## config.mk

```make
export PLATFORM = sky130hd
export DESIGN_NAME = wb_stage_flat
export DESIGN_NICKNAME = d
export VERILOG_FILES = /design/src/rtl/core_pkg.sv /design/src/rtl/wb_stage_if.sv /design/src/rtl/wb_stage_load_extender.sv /design/src/rtl/wb_stage.sv /design/src/flat_wrapper.sv
export SDC_FILE = /design/constraint.sdc
export NUM_CORES = 1
export LEC_CHECK = 0
export CAP_MARGIN = 20
export CORE_MARGIN = 3
export CORE_UTILIZATION = 49
export CTS_BUF_LIST = sky130_fd_sc_hd__clkbuf_8
export DETAILED_ROUTE_END_ITERATION = 10
export GPL_TIMING_DRIVEN = 0
export PLACE_DENSITY = 0.92
export SLEW_MARGIN = 20
export SYNTH_ARGS = -nofsm -noshare
export SYNTH_HDL_FRONTEND = slang
export SYNTH_HIERARCHICAL = 1
export SYNTH_SLANG_ARGS = --single-unit
```

## constraint.sdc

```tcl
create_clock -name clk -period 3.2 [get_ports clk]
set_clock_uncertainty 0.2 [all_clocks]
set_input_delay 0.8 -clock clk [delete_from_list [all_inputs] [get_ports clk]]
set_output_delay 0.8 -clock clk [all_outputs]
set_load 0.1 [all_outputs]
```

## src/rtl/core_pkg.sv

```systemverilog
// -----------------------------------------------------------------------------
// core_pkg
// Types and constants shared across the pipeline stages of the 5-stage RISC-V
// core.
//   wb_sel_t : result-select encoding used by the writeback stage
//   F3_*     : funct3 encodings of the load instructions
// -----------------------------------------------------------------------------
package core_pkg;

  typedef enum logic [1:0] {
    WB_ALU = 2'b00,
    WB_MEM = 2'b01,
    WB_PC4 = 2'b10
  } wb_sel_t;

  localparam logic [2:0] F3_LB  = 3'b000;
  localparam logic [2:0] F3_LH  = 3'b001;
  localparam logic [2:0] F3_LW  = 3'b010;
  localparam logic [2:0] F3_LBU = 3'b100;
  localparam logic [2:0] F3_LHU = 3'b101;

endpackage : core_pkg

```

## src/rtl/wb_stage_if.sv

```systemverilog
// -----------------------------------------------------------------------------
// wb_stage_if
// Bundles the MEM->WB instruction fields and the register-file write port.
//   master : MEM stage / register file side (drives the *_i fields)
//   slave  : writeback stage (drives the register-file write port)
// Fields:
//   mem_valid_i, rd_addr_i, reg_wr_en_i, wb_sel_i, alu_result_i,
//   pc_plus4_i, load_funct3_i       : instruction leaving MEM
//   wr_addr_o, wr_data_o, wr_en_o   : register-file write / forward source
// -----------------------------------------------------------------------------
interface wb_stage_if #(
  parameter int DATA_WIDTH         = 32,
  parameter int REG_MEM_ADDR_WIDTH = 5
);

  logic                          mem_valid_i;
  logic [REG_MEM_ADDR_WIDTH-1:0] rd_addr_i;
  logic                          reg_wr_en_i;
  logic [1:0]                    wb_sel_i;
  logic [DATA_WIDTH-1:0]         alu_result_i;
  logic [DATA_WIDTH-1:0]         pc_plus4_i;
  logic [2:0]                    load_funct3_i;

  logic [REG_MEM_ADDR_WIDTH-1:0] wr_addr_o;
  logic [DATA_WIDTH-1:0]         wr_data_o;
  logic                          wr_en_o;

  modport master (
    output mem_valid_i, rd_addr_i, reg_wr_en_i, wb_sel_i,
           alu_result_i, pc_plus4_i, load_funct3_i,
    input  wr_addr_o, wr_data_o, wr_en_o
  );

  modport slave (
    input  mem_valid_i, rd_addr_i, reg_wr_en_i, wb_sel_i,
           alu_result_i, pc_plus4_i, load_funct3_i,
    output wr_addr_o, wr_data_o, wr_en_o
  );

endinterface : wb_stage_if

```

## src/rtl/wb_stage_load_extender.sv

```systemverilog
// -----------------------------------------------------------------------------
// load_extender
// Combinational alignment and sign/zero extension of a raw memory word.
//   funct3_i   : load type (F3_LB/LH/LW/LBU/LHU, others yield 0)
//   offset_i   : byte offset of the access within the word
//   raw_i      : raw memory word
//   data_o     : aligned, extended load data
//   misalign_o : LH/LHU on an odd offset, or LW on a non-zero offset
// -----------------------------------------------------------------------------
module load_extender
  import core_pkg::*;
#(
  parameter int DATA_WIDTH = 32
) (
  input  logic [2:0]            funct3_i,
  input  logic [1:0]            offset_i,
  input  logic [DATA_WIDTH-1:0] raw_i,
  output logic [DATA_WIDTH-1:0] data_o,
  output logic                  misalign_o
);

  logic [7:0]  byte_sel;
  logic [15:0] half_sel;

  // Lane selection: a byte is picked by the full offset, a half by offset[1].
  assign byte_sel = raw_i[{offset_i, 3'b000} +: 8];
  assign half_sel = raw_i[{offset_i[1], 4'b0000} +: 16];

  // NOTE: every output gets a default first so no path leaves it unassigned,
  // which would otherwise infer a latch.
  always_comb begin
    data_o     = '0;
    misalign_o = 1'b0;
    case (funct3_i)
      F3_LB:  data_o = {{(DATA_WIDTH-8){byte_sel[7]}}, byte_sel};
      F3_LBU: data_o = {{(DATA_WIDTH-8){1'b0}}, byte_sel};
      F3_LH: begin
        data_o     = {{(DATA_WIDTH-16){half_sel[15]}}, half_sel};
        misalign_o = offset_i[0];
      end
      F3_LHU: begin
        data_o     = {{(DATA_WIDTH-16){1'b0}}, half_sel};
        misalign_o = offset_i[0];
      end
      F3_LW: begin
        data_o     = raw_i;
        misalign_o = (offset_i != 2'b00);
      end
      default: ;  // reserved load encodings produce 0 without a fault
    endcase
  end

endmodule : load_extender

```

## src/rtl/wb_stage.sv

```systemverilog
// -----------------------------------------------------------------------------
// wb_stage
// Writeback stage: MEM/WB pipeline register, load alignment, result select,
// register-file write port (also the WB forwarding source) and the
// retired-instruction counter.
// Ports:
//   clk, rst_n        : clock, asynchronous active-low reset
//   stall_i           : hold the MEM/WB register
//   flush_i           : kill the instruction entering WB (beats stall_i)
//   load_data_i       : raw memory word, valid during the WB cycle
//   bus               : MEM->WB fields in, register-file write port out
//   wb_valid_o        : valid instruction in WB
//   load_misalign_o   : misaligned load in WB (its write is suppressed)
//   instret_o         : retired instruction count
// -----------------------------------------------------------------------------
module wb_stage
  import core_pkg::*;
#(
  parameter int DATA_WIDTH         = 32,
  parameter int REG_MEM_ADDR_WIDTH = 5,
  parameter int INSTRET_WIDTH      = 64
) (
  input  logic                     clk,
  input  logic                     rst_n,
  input  logic                     stall_i,
  input  logic                     flush_i,
  input  logic [DATA_WIDTH-1:0]    load_data_i,
  wb_stage_if.slave                bus,
  output logic                     wb_valid_o,
  output logic                     load_misalign_o,
  output logic [INSTRET_WIDTH-1:0] instret_o
);

  // MEM/WB pipeline register
  logic                          valid_q,      valid_d;
  logic [REG_MEM_ADDR_WIDTH-1:0] rd_q,         rd_d;
  logic                          reg_wr_en_q,  reg_wr_en_d;
  logic [1:0]                    wb_sel_q,     wb_sel_d;
  logic [DATA_WIDTH-1:0]         alu_result_q, alu_result_d;
  logic [DATA_WIDTH-1:0]         pc_plus4_q,   pc_plus4_d;
  logic [2:0]                    funct3_q,     funct3_d;
  logic [INSTRET_WIDTH-1:0]      instret_q,    instret_d;

  logic [DATA_WIDTH-1:0] load_ext;
  logic                  misalign_raw;
  logic                  misalign;
  logic [DATA_WIDTH-1:0] result;

  // Flush only clears valid; the payload is don't-care once valid is low.
  always_comb begin
    valid_d      = valid_q;
    rd_d         = rd_q;
    reg_wr_en_d  = reg_wr_en_q;
    wb_sel_d     = wb_sel_q;
    alu_result_d = alu_result_q;
    pc_plus4_d   = pc_plus4_q;
    funct3_d     = funct3_q;
    if (flush_i) begin
      valid_d = 1'b0;
    end else if (!stall_i) begin
      valid_d      = bus.mem_valid_i;
      rd_d         = bus.rd_addr_i;
      reg_wr_en_d  = bus.reg_wr_en_i;
      wb_sel_d     = bus.wb_sel_i;
      alu_result_d = bus.alu_result_i;
      pc_plus4_d   = bus.pc_plus4_i;
      funct3_d     = bus.load_funct3_i;
    end
  end

  // An instruction retires when it leaves WB undisturbed; a stalled
  // instruction re-issues its write but is only counted once.
  always_comb begin
    instret_d = instret_q;
    if (valid_q && !stall_i && !flush_i) begin
      instret_d = instret_q + INSTRET_WIDTH'(1);
    end
  end

  // NOTE: sequential state uses non-blocking assignments so every register
  // samples its pre-edge value regardless of statement order.
  always_ff @(posedge clk or negedge rst_n) begin
    if (!rst_n) begin
      valid_q      <= 1'b0;
      rd_q         <= '0;
      reg_wr_en_q  <= 1'b0;
      wb_sel_q     <= WB_ALU;
      alu_result_q <= '0;
      pc_plus4_q   <= '0;
      funct3_q     <= '0;
      instret_q    <= '0;
    end else begin
      valid_q      <= valid_d;
      rd_q         <= rd_d;
      reg_wr_en_q  <= reg_wr_en_d;
      wb_sel_q     <= wb_sel_d;
      alu_result_q <= alu_result_d;
      pc_plus4_q   <= pc_plus4_d;
      funct3_q     <= funct3_d;
      instret_q    <= instret_d;
    end
  end

  load_extender #(
    .DATA_WIDTH (DATA_WIDTH)
  ) u_load_extender (
    .funct3_i   (funct3_q),
    .offset_i   (alu_result_q[1:0]),
    .raw_i      (load_data_i),
    .data_o     (load_ext),
    .misalign_o (misalign_raw)
  );

  // The extender flags any misaligned funct3/offset pair; it only matters for
  // a live load.
  assign misalign = valid_q && (wb_sel_q == WB_MEM) && misalign_raw;

  always_comb begin
    result = '0;
    case (wb_sel_q)
      WB_ALU:  result = alu_result_q;
      WB_MEM:  result = load_ext;
      WB_PC4:  result = pc_plus4_q;
      default: result = '0;
    endcase
  end

  assign bus.wr_addr_o = rd_q;
  assign bus.wr_data_o = result;
  assign bus.wr_en_o   = valid_q && reg_wr_en_q && (rd_q != '0) && !misalign;

  assign wb_valid_o      = valid_q;
  assign load_misalign_o = misalign;
  assign instret_o       = instret_q;

endmodule : wb_stage

```

## src/flat_wrapper.sv

```systemverilog
// flat-port wrapper written by rule: the top's interface ports become plain ports
module wb_stage_flat import core_pkg::*;
#(
  parameter int DATA_WIDTH         = 32,
  parameter int REG_MEM_ADDR_WIDTH = 5,
  parameter int INSTRET_WIDTH      = 64
)
  (clk, rst_n, stall_i, flush_i, load_data_i, wb_valid_o, load_misalign_o, instret_o, bus_mem_valid_i, bus_rd_addr_i, bus_reg_wr_en_i, bus_wb_sel_i, bus_alu_result_i, bus_pc_plus4_i, bus_load_funct3_i, bus_wr_addr_o, bus_wr_data_o, bus_wr_en_o);
  wb_stage_if #(.DATA_WIDTH(DATA_WIDTH), .REG_MEM_ADDR_WIDTH(REG_MEM_ADDR_WIDTH)) bus_i ();
  input  logic clk;
  input  logic rst_n;
  input  logic stall_i;
  input  logic flush_i;
  input  logic [DATA_WIDTH-1:0] load_data_i;
  output logic wb_valid_o;
  output logic load_misalign_o;
  output logic [INSTRET_WIDTH-1:0] instret_o;
  input wire logic [$bits(bus_i.mem_valid_i)-1:0] bus_mem_valid_i;
  input wire logic [$bits(bus_i.rd_addr_i)-1:0] bus_rd_addr_i;
  input wire logic [$bits(bus_i.reg_wr_en_i)-1:0] bus_reg_wr_en_i;
  input wire logic [$bits(bus_i.wb_sel_i)-1:0] bus_wb_sel_i;
  input wire logic [$bits(bus_i.alu_result_i)-1:0] bus_alu_result_i;
  input wire logic [$bits(bus_i.pc_plus4_i)-1:0] bus_pc_plus4_i;
  input wire logic [$bits(bus_i.load_funct3_i)-1:0] bus_load_funct3_i;
  output wire logic [$bits(bus_i.wr_addr_o)-1:0] bus_wr_addr_o;
  output wire logic [$bits(bus_i.wr_data_o)-1:0] bus_wr_data_o;
  output wire logic [$bits(bus_i.wr_en_o)-1:0] bus_wr_en_o;
  assign bus_i.mem_valid_i = bus_mem_valid_i;
  assign bus_i.rd_addr_i = bus_rd_addr_i;
  assign bus_i.reg_wr_en_i = bus_reg_wr_en_i;
  assign bus_i.wb_sel_i = bus_wb_sel_i;
  assign bus_i.alu_result_i = bus_alu_result_i;
  assign bus_i.pc_plus4_i = bus_pc_plus4_i;
  assign bus_i.load_funct3_i = bus_load_funct3_i;
  assign bus_wr_addr_o = bus_i.wr_addr_o;
  assign bus_wr_data_o = bus_i.wr_data_o;
  assign bus_wr_en_o = bus_i.wr_en_o;
  wb_stage #(.DATA_WIDTH(DATA_WIDTH), .REG_MEM_ADDR_WIDTH(REG_MEM_ADDR_WIDTH), .INSTRET_WIDTH(INSTRET_WIDTH)) u_core (.clk(clk), .rst_n(rst_n), .stall_i(stall_i), .flush_i(flush_i), .load_data_i(load_data_i), .bus(bus_i), .wb_valid_o(wb_valid_o), .load_misalign_o(load_misalign_o), .instret_o(instret_o));
endmodule
```

After elaboration in Yosys (flattened, before gate mapping)
Index checks and enable logic that the tools add are counted.
Word-level totals
  bits in registers: 140
  latch bits: 0
  RAM bits: 0
  bits in read-only memories: 0
  input bits: 112
  output and inout bits: 104
  word-level logic and storage cells: 41
  memories kept: 0
Operators by class
  $add $sub $neg: 1
  multiply operators: 0
  div/mod/pow operators: 0
  $lt $le $gt $ge: 0
  equal/unequal tests: 7
  shift-type cells: 2
  muxes and demuxes: 5
  bitwise gates (word level): 2
  reduce and logical (&&, ||, !) cells: 16
Operator list (number)
  32-bit case mux with 5 select lines: 1
  32-bit case mux with 3 select lines: 1
  64-bit by 1-bit adder with 64-bit output, second input constant: 1
  32-bit by 6-bit variable part select with 16-bit output: 1
  32-bit by 6-bit variable part select with 8-bit output: 1
  1-bit logical AND: 7
  3-bit == test, second input constant: 2
  5-bit nonzero test: 1
  3-bit by 1-bit == test with 1-bit output, second input constant: 1
  3-bit by 2-bit == test with 1-bit output, second input constant: 1
  1-bit zero test: 3
  3-bit zero test: 1
  2-bit by 1-bit == test with 1-bit output, second input constant: 1
  2-bit == test, second input constant: 1
  2-bit zero test: 1
  1-bit 2-to-1 mux: 2
  2-bit by 1-bit != test with 1-bit output, second input constant: 1
  1-bit NOT: 2
  1-bit case mux with 2 select lines: 1
  2-bit AND reduction: 1
  2-bit nonzero test: 1
  2-bit OR reduction: 1

Logic depth before layout (Yosys ltp)
  depth after elaboration: 6
  gate-level depth with buffers: 7
  depth with buffers taken out: 6

By module
The synthesis kept the hierarchy.
Modules (own cells, without submodules)
  wb_stage: instances 1, cells each 561, area each 6571.3 um^2, sequential area each 3503.4 um^2
  load_extender: instances 1, cells each 97, area each 681.9 um^2, sequential area each 0.0 um^2

Worst setup path after synthesis
OpenSTA, ideal clock, no wires.
  path kind: flip-flop to output port
  start: register u_core.funct3_q[1]
  end: output bus_wr_en_o
  arrival time: 3734 ps
  data required time: 2200 ps
  path slack: -1534 ps
  stages on the path, launching flop included: 8
  path buffers: 2
  path through: dfrtp_1 clkbuf_2 nor3b_4 buf_2 o21ai_0 nand2_1 and3_1 nor3_1
Between the ends
  longest elaborated chain between the ends: 6
  elaborated cells between the ends (all ways): 8
  those cells by class: eq/ne: 3; mux: 1; reduce/logical: 4
Ends and longest elaborated chain
  start, declared: RTL line wb_stage.sv:41  | logic [2:0] funct3_q, funct3_d;
  start signal, assigned: RTL line wb_stage.sv:99  | funct3_q <= funct3_d;
  3-bit == test / 3-bit by 1-bit == test with 1-bit output (equally long branches): RTL line wb_stage_load_extender.sv:34  | case (funct3_i)
  2-bit OR reduction (no line)
  1-bit case mux with 2 select lines *: RTL line wb_stage_load_extender.sv:34
  via u_core.misalign_raw: RTL line wb_stage.sv:45  | logic misalign_raw;
  1-bit logical AND *: RTL line wb_stage.sv:116  | assign misalign = valid_q && (wb_sel_q == WB_MEM) && misalign_raw;
  via load_misalign_o: RTL line flat_wrapper.sv:16  | output logic load_misalign_o;
  1-bit zero test *: RTL line wb_stage.sv:130  | assign bus.wr_en_o = valid_q && reg_wr_en_q && (rd_q != '0) && !misalign;
  1-bit logical AND *: RTL line wb_stage.sv:130
  end, declared: RTL line flat_wrapper.sv:27  | output wire logic [$bits(bus_i.wr_en_o)-1:0] bus_wr_en_o;
Mark *: on every way through the listed nets, which the timed path passes. The rest lies on a longest branch.

Worst setup path after layout
  start: register u_core.wb_sel_q[1]
  end: output bus_wr_data_o[29]
Between the ends
  longest elaborated chain between the ends: 2
  elaborated cells between the ends (all ways): 4
  those cells by class: eq/ne: 2; mux: 1; reduce/logical: 1
Ends and longest elaborated chain
  start, declared: RTL line wb_stage.sv:38  | logic [1:0] wb_sel_q, wb_sel_d;
  start signal, assigned: RTL line wb_stage.sv:96  | wb_sel_q <= wb_sel_d;
  2-bit == test (tied with other cells): RTL line wb_stage.sv:120  | case (wb_sel_q)
  32-bit case mux with 3 select lines *: RTL line wb_stage.sv:120
  end, declared: RTL line flat_wrapper.sv:26  | output wire logic [$bits(bus_i.wr_data_o)-1:0] bus_wr_data_o;
Mark *: on every way between the ends. The rest lies on a longest branch, timed or not.

==> impl_metrics.csv <==
group,metric,value,unit
run_status,status,"finished with violations",
run_status,failed_checks,"negative setup slack",
sta,fin_crit_sh,107.6,%
power_and_ir_drop,leakagePower,4.858,nW
route,detail-route-antenna-nets,0,
route,via_count,6783,
clock_tree,clock_latency,0.45,ns
global_route,first_global_vias,6763,
route,post_drt_wl_per_cell,24.40,um
sta,timing.fmax,0.2905,GHz
sta,slew_headroom,31.58,%
global_route,grt_max_degree,78,
clock_tree,clock-sinks,140,
critical_path,reg2reg_depth,6,
power_and_ir_drop,power,6.398,mW
finish,fin_area,10970,sq um
yosys,synth_edf_count,0,
floorplanning,die_width,127.7,um
yosys,synthSimpleGateAreaFrac,17.18,%
global_route,top_usage_layer,"met2",
critical_path,reg2reg_slack,0.68,ns
clock_tree,cts-root-buf,"clkbuf_8",
critical_path,critPathRequiredTime,2.20,ns
yosys,synth.avg_cell_area,11.02,sq um
yosys,synth_compound_area_share,5.658,%
floorplanning,ioPinCount,216,
critical_path,critPathKind,"reg -> out",
sta,rsz0062_at_grt,"yes",
yosys,synth_xor_xnor_area_share,7.607,%
yosys,ys_seq_elements,140,
global_route,grt.met2_usage,50.54,%
finish,nets,1020,
route,wirelength,26.84,mm
clock_tree,clk_pin_slew_worst_paths,0.09,ns
finish,fin_cells,1100,
critical_path,arrival,2.44,ns
yosys,seq_area_frac_synth,48.30,%
route,route.detailed.drc,0,
finish,fillers,825,
yosys,netlist.area_leader.share,48.30,%
critical_path,path_max_fanout,10,
placement,place_ws,-1.374,ns
clock_tree,clk_path_buf_depth,2,
sta,tightest_slew,1.023,ns
floorplanning,dieArea,16300,sq um
global_route,grt_usage,29.93,%
power_and_ir_drop,power_density,583.2,nW/um^2
yosys,syn_nets,771,
placement,dp.cells,1054,
floorplanning,rows,43,
power_and_ir_drop,ir_drop,0.3464,mV
placement,placed_area,9791,sq um
global_route,grt_pass1_wl,37.63,mm
floorplanning,fp.dieH,127.7,um
yosys,synthAdderAreaFrac,0.1725,%
yosys,ys.flop_type,"dfrtp_1",
critical_path,startpoint,"u_core/wb_sel_q[1]",
job,maxCapViolations,0,
yosys,synth_area_leader_cell,"dfrtp_1",
placement,post-dp-hpwl,16.22,mm
route,vias_per_cell,6.166,
clock_tree,htreeDepth,4,
floorplanning,start_util,51.07,%
sta,hold_viol,0,
sta,setup_violations,33,
critical_path,r2r_end,"u_core/instret_o[53]",
sta,finalMaxSlewViolations,0,
finish,drive_gt1_share,30.54,%
clock_tree,cts_buffers,17,
placement,io_buffers,215,
yosys,synth_cells,658,
yosys,async_flop_share,100.0,%
yosys,synth.distinct_cells,47,
global_route,use_met1,35.06,%
finish,antennaDiodeCount,0,
placement,gp_congestion,0.9552,
sta,finalWorstSetupSlack,-0.2426,ns
min_path,hold_path.class,"in -> async",
critical_path,r2r_start,"u_core/instret_o[35]",
finish,area_growth,51.25,%
global_route,met3_usage,9.667,%
yosys,synthMuxAreaShare,18.44,%
critical_path,cp-start-kind,"flip-flop",
floorplanning,core,14200,sq um
critical_path,crit_path_end_kind,"output pin",
yosys,yosys_warnings,6,
finish,fin_util,77.24,%
yosys,synth_top_family_by_area,"multiplexers",
clock_tree,cts_tree,"done",
yosys,synthTopCellsByArea,"dfrtp_1 48%, mux2_2 13%, mux2i_1 5.2%, xnor2_1 4.1%, nand2_1 3.9%",
yosys,synthesis.area,7253,sq um
global_route,grt-ovfl-total,0,
route,drtPass1Iterations,6,
route,dr.first_iter.drc_count,761,
sta,period_needed,3.443,ns
global_route,antenna_found_initial,1,
metal layers:
layer / part of all wire (%) / routed length, um
met2: 48 / 12980
met3: 11 / 2985
met4: 5.8 / 1565
met5: 0.034 / 9
met1: 35 / 9296
per-stage QoR:
stage               hold slack (ns)  TNS (ns)
detailed placement           0.2590    -43.45
global route                0.09152    -6.676
finish                      0.08416    -4.670
floorplan                    0.2798   -0.2801
CTS                         0.08215    -2.544
global placement             0.2601   -665.49
timing repair:
action | 4_1_cts | 5_1_grt
pin swaps | 9 | 10
hold buffers | 0 | 0
gates cloned | 0 | 1
buffers inserted | 13 | 4
gates resized for setup | 345 | 84
endpoints found under the setup margin | 34 | 42
worst max path at each step:
stage	slack, ns	cells after the start	to
3_5_place_dp	-1.37	7	bus_wr_data_o[15]
6_report	-0.24	5	bus_wr_data_o[29]
3_3_place_gp	-4.47	1	u_core/instret_o[62]
2_1_floorplan	-0.28	7	bus_wr_en_o
4_1_cts	-0.19	8	bus_wr_data_o[10]
5_1_grt	-0.37	5	bus_wr_data_o[29]
Yosys cell counts, drive strengths merged (16+ instances only):
master / n
xor2: 29
nand4: 23
mux2i: 39
xnor2: 34
nor3: 16
clkbuf: 23
dfrtp: 140
mux2: 81
nor2: 33
nand2: 75
o21ai: 50
nand3: 21
where the power goes:
group	internal [mW]	switching, mW
registers	1.93	0.145
logic	0.982	1.68
clock network	0.927	0.733
total	3.84	2.56
logic make-up (layout without fill, tap and decap cells):
family / count (synthesis) / count (layout)
xor+xnor: 63 / 63
fa+ha+maj: 1 / 1
simple gates: 221 / 221
flops: 140 / 140
compound gates: 67 / 67
buf+inv: 45 / 307
mux: 121 / 121
registers in the layout (all words and copies together), names as in the netlist:
name	flops
u_core/wb_valid_o	1
u_core/pc_plus4_q	32
u_core/wb_sel_q	2
u_core/instret_o	64
u_core/alu_result_q	32
u_core/funct3_q	3
u_core/reg_wr_en_q	1
u_core/bus.wr_addr_o	5
worst max-delay path: stages (launching register included):
cell and delay (ns):
dfrtp_1 0.33, clkbuf_1 0.33, clkbuf_4 0.39, mux2i_1 0.56
o21ai_2 0.17, buf_12 0.22
cell type report:
type                    instances  area [sq um]  share of cell area [%]
multi-input cells             473          3886                   35.42
flip-flops and latches        140          3510                   31.99
repair buffers                234          2670                   24.34
clock buffers                  17         234.0                   2.133
well taps                     180         225.2                   2.053
clock inverters                15         221.5                   2.019
plain buffers                  30         182.7                   1.665
inverters                      11         41.29                  0.3764
layout by cell type (no fill, tap or decap), drive strengths merged, types with 2 or more instances in the layout:
cell type	count
nor2	33
xor2	29
a211o	4
mux2	81
and4	3
dfrtp	140
dlygate4sd2	5
nand2	75
bufinv	5
or4	5
and2	2
or2	6
mux2i	39
a221o	10
dlymetal6s2s	9
xnor2	34
nand4	23
nor3	16
nor2b	10
nor4	13
inv	12
clkbuf	38
nor3b	3
clkdlybuf4s50	162
nand3	21
clkinvlp	4
o21ai	50
clkinv	5
and3	5
or3	2
buf	67
(Power assumes the default switching activity.)
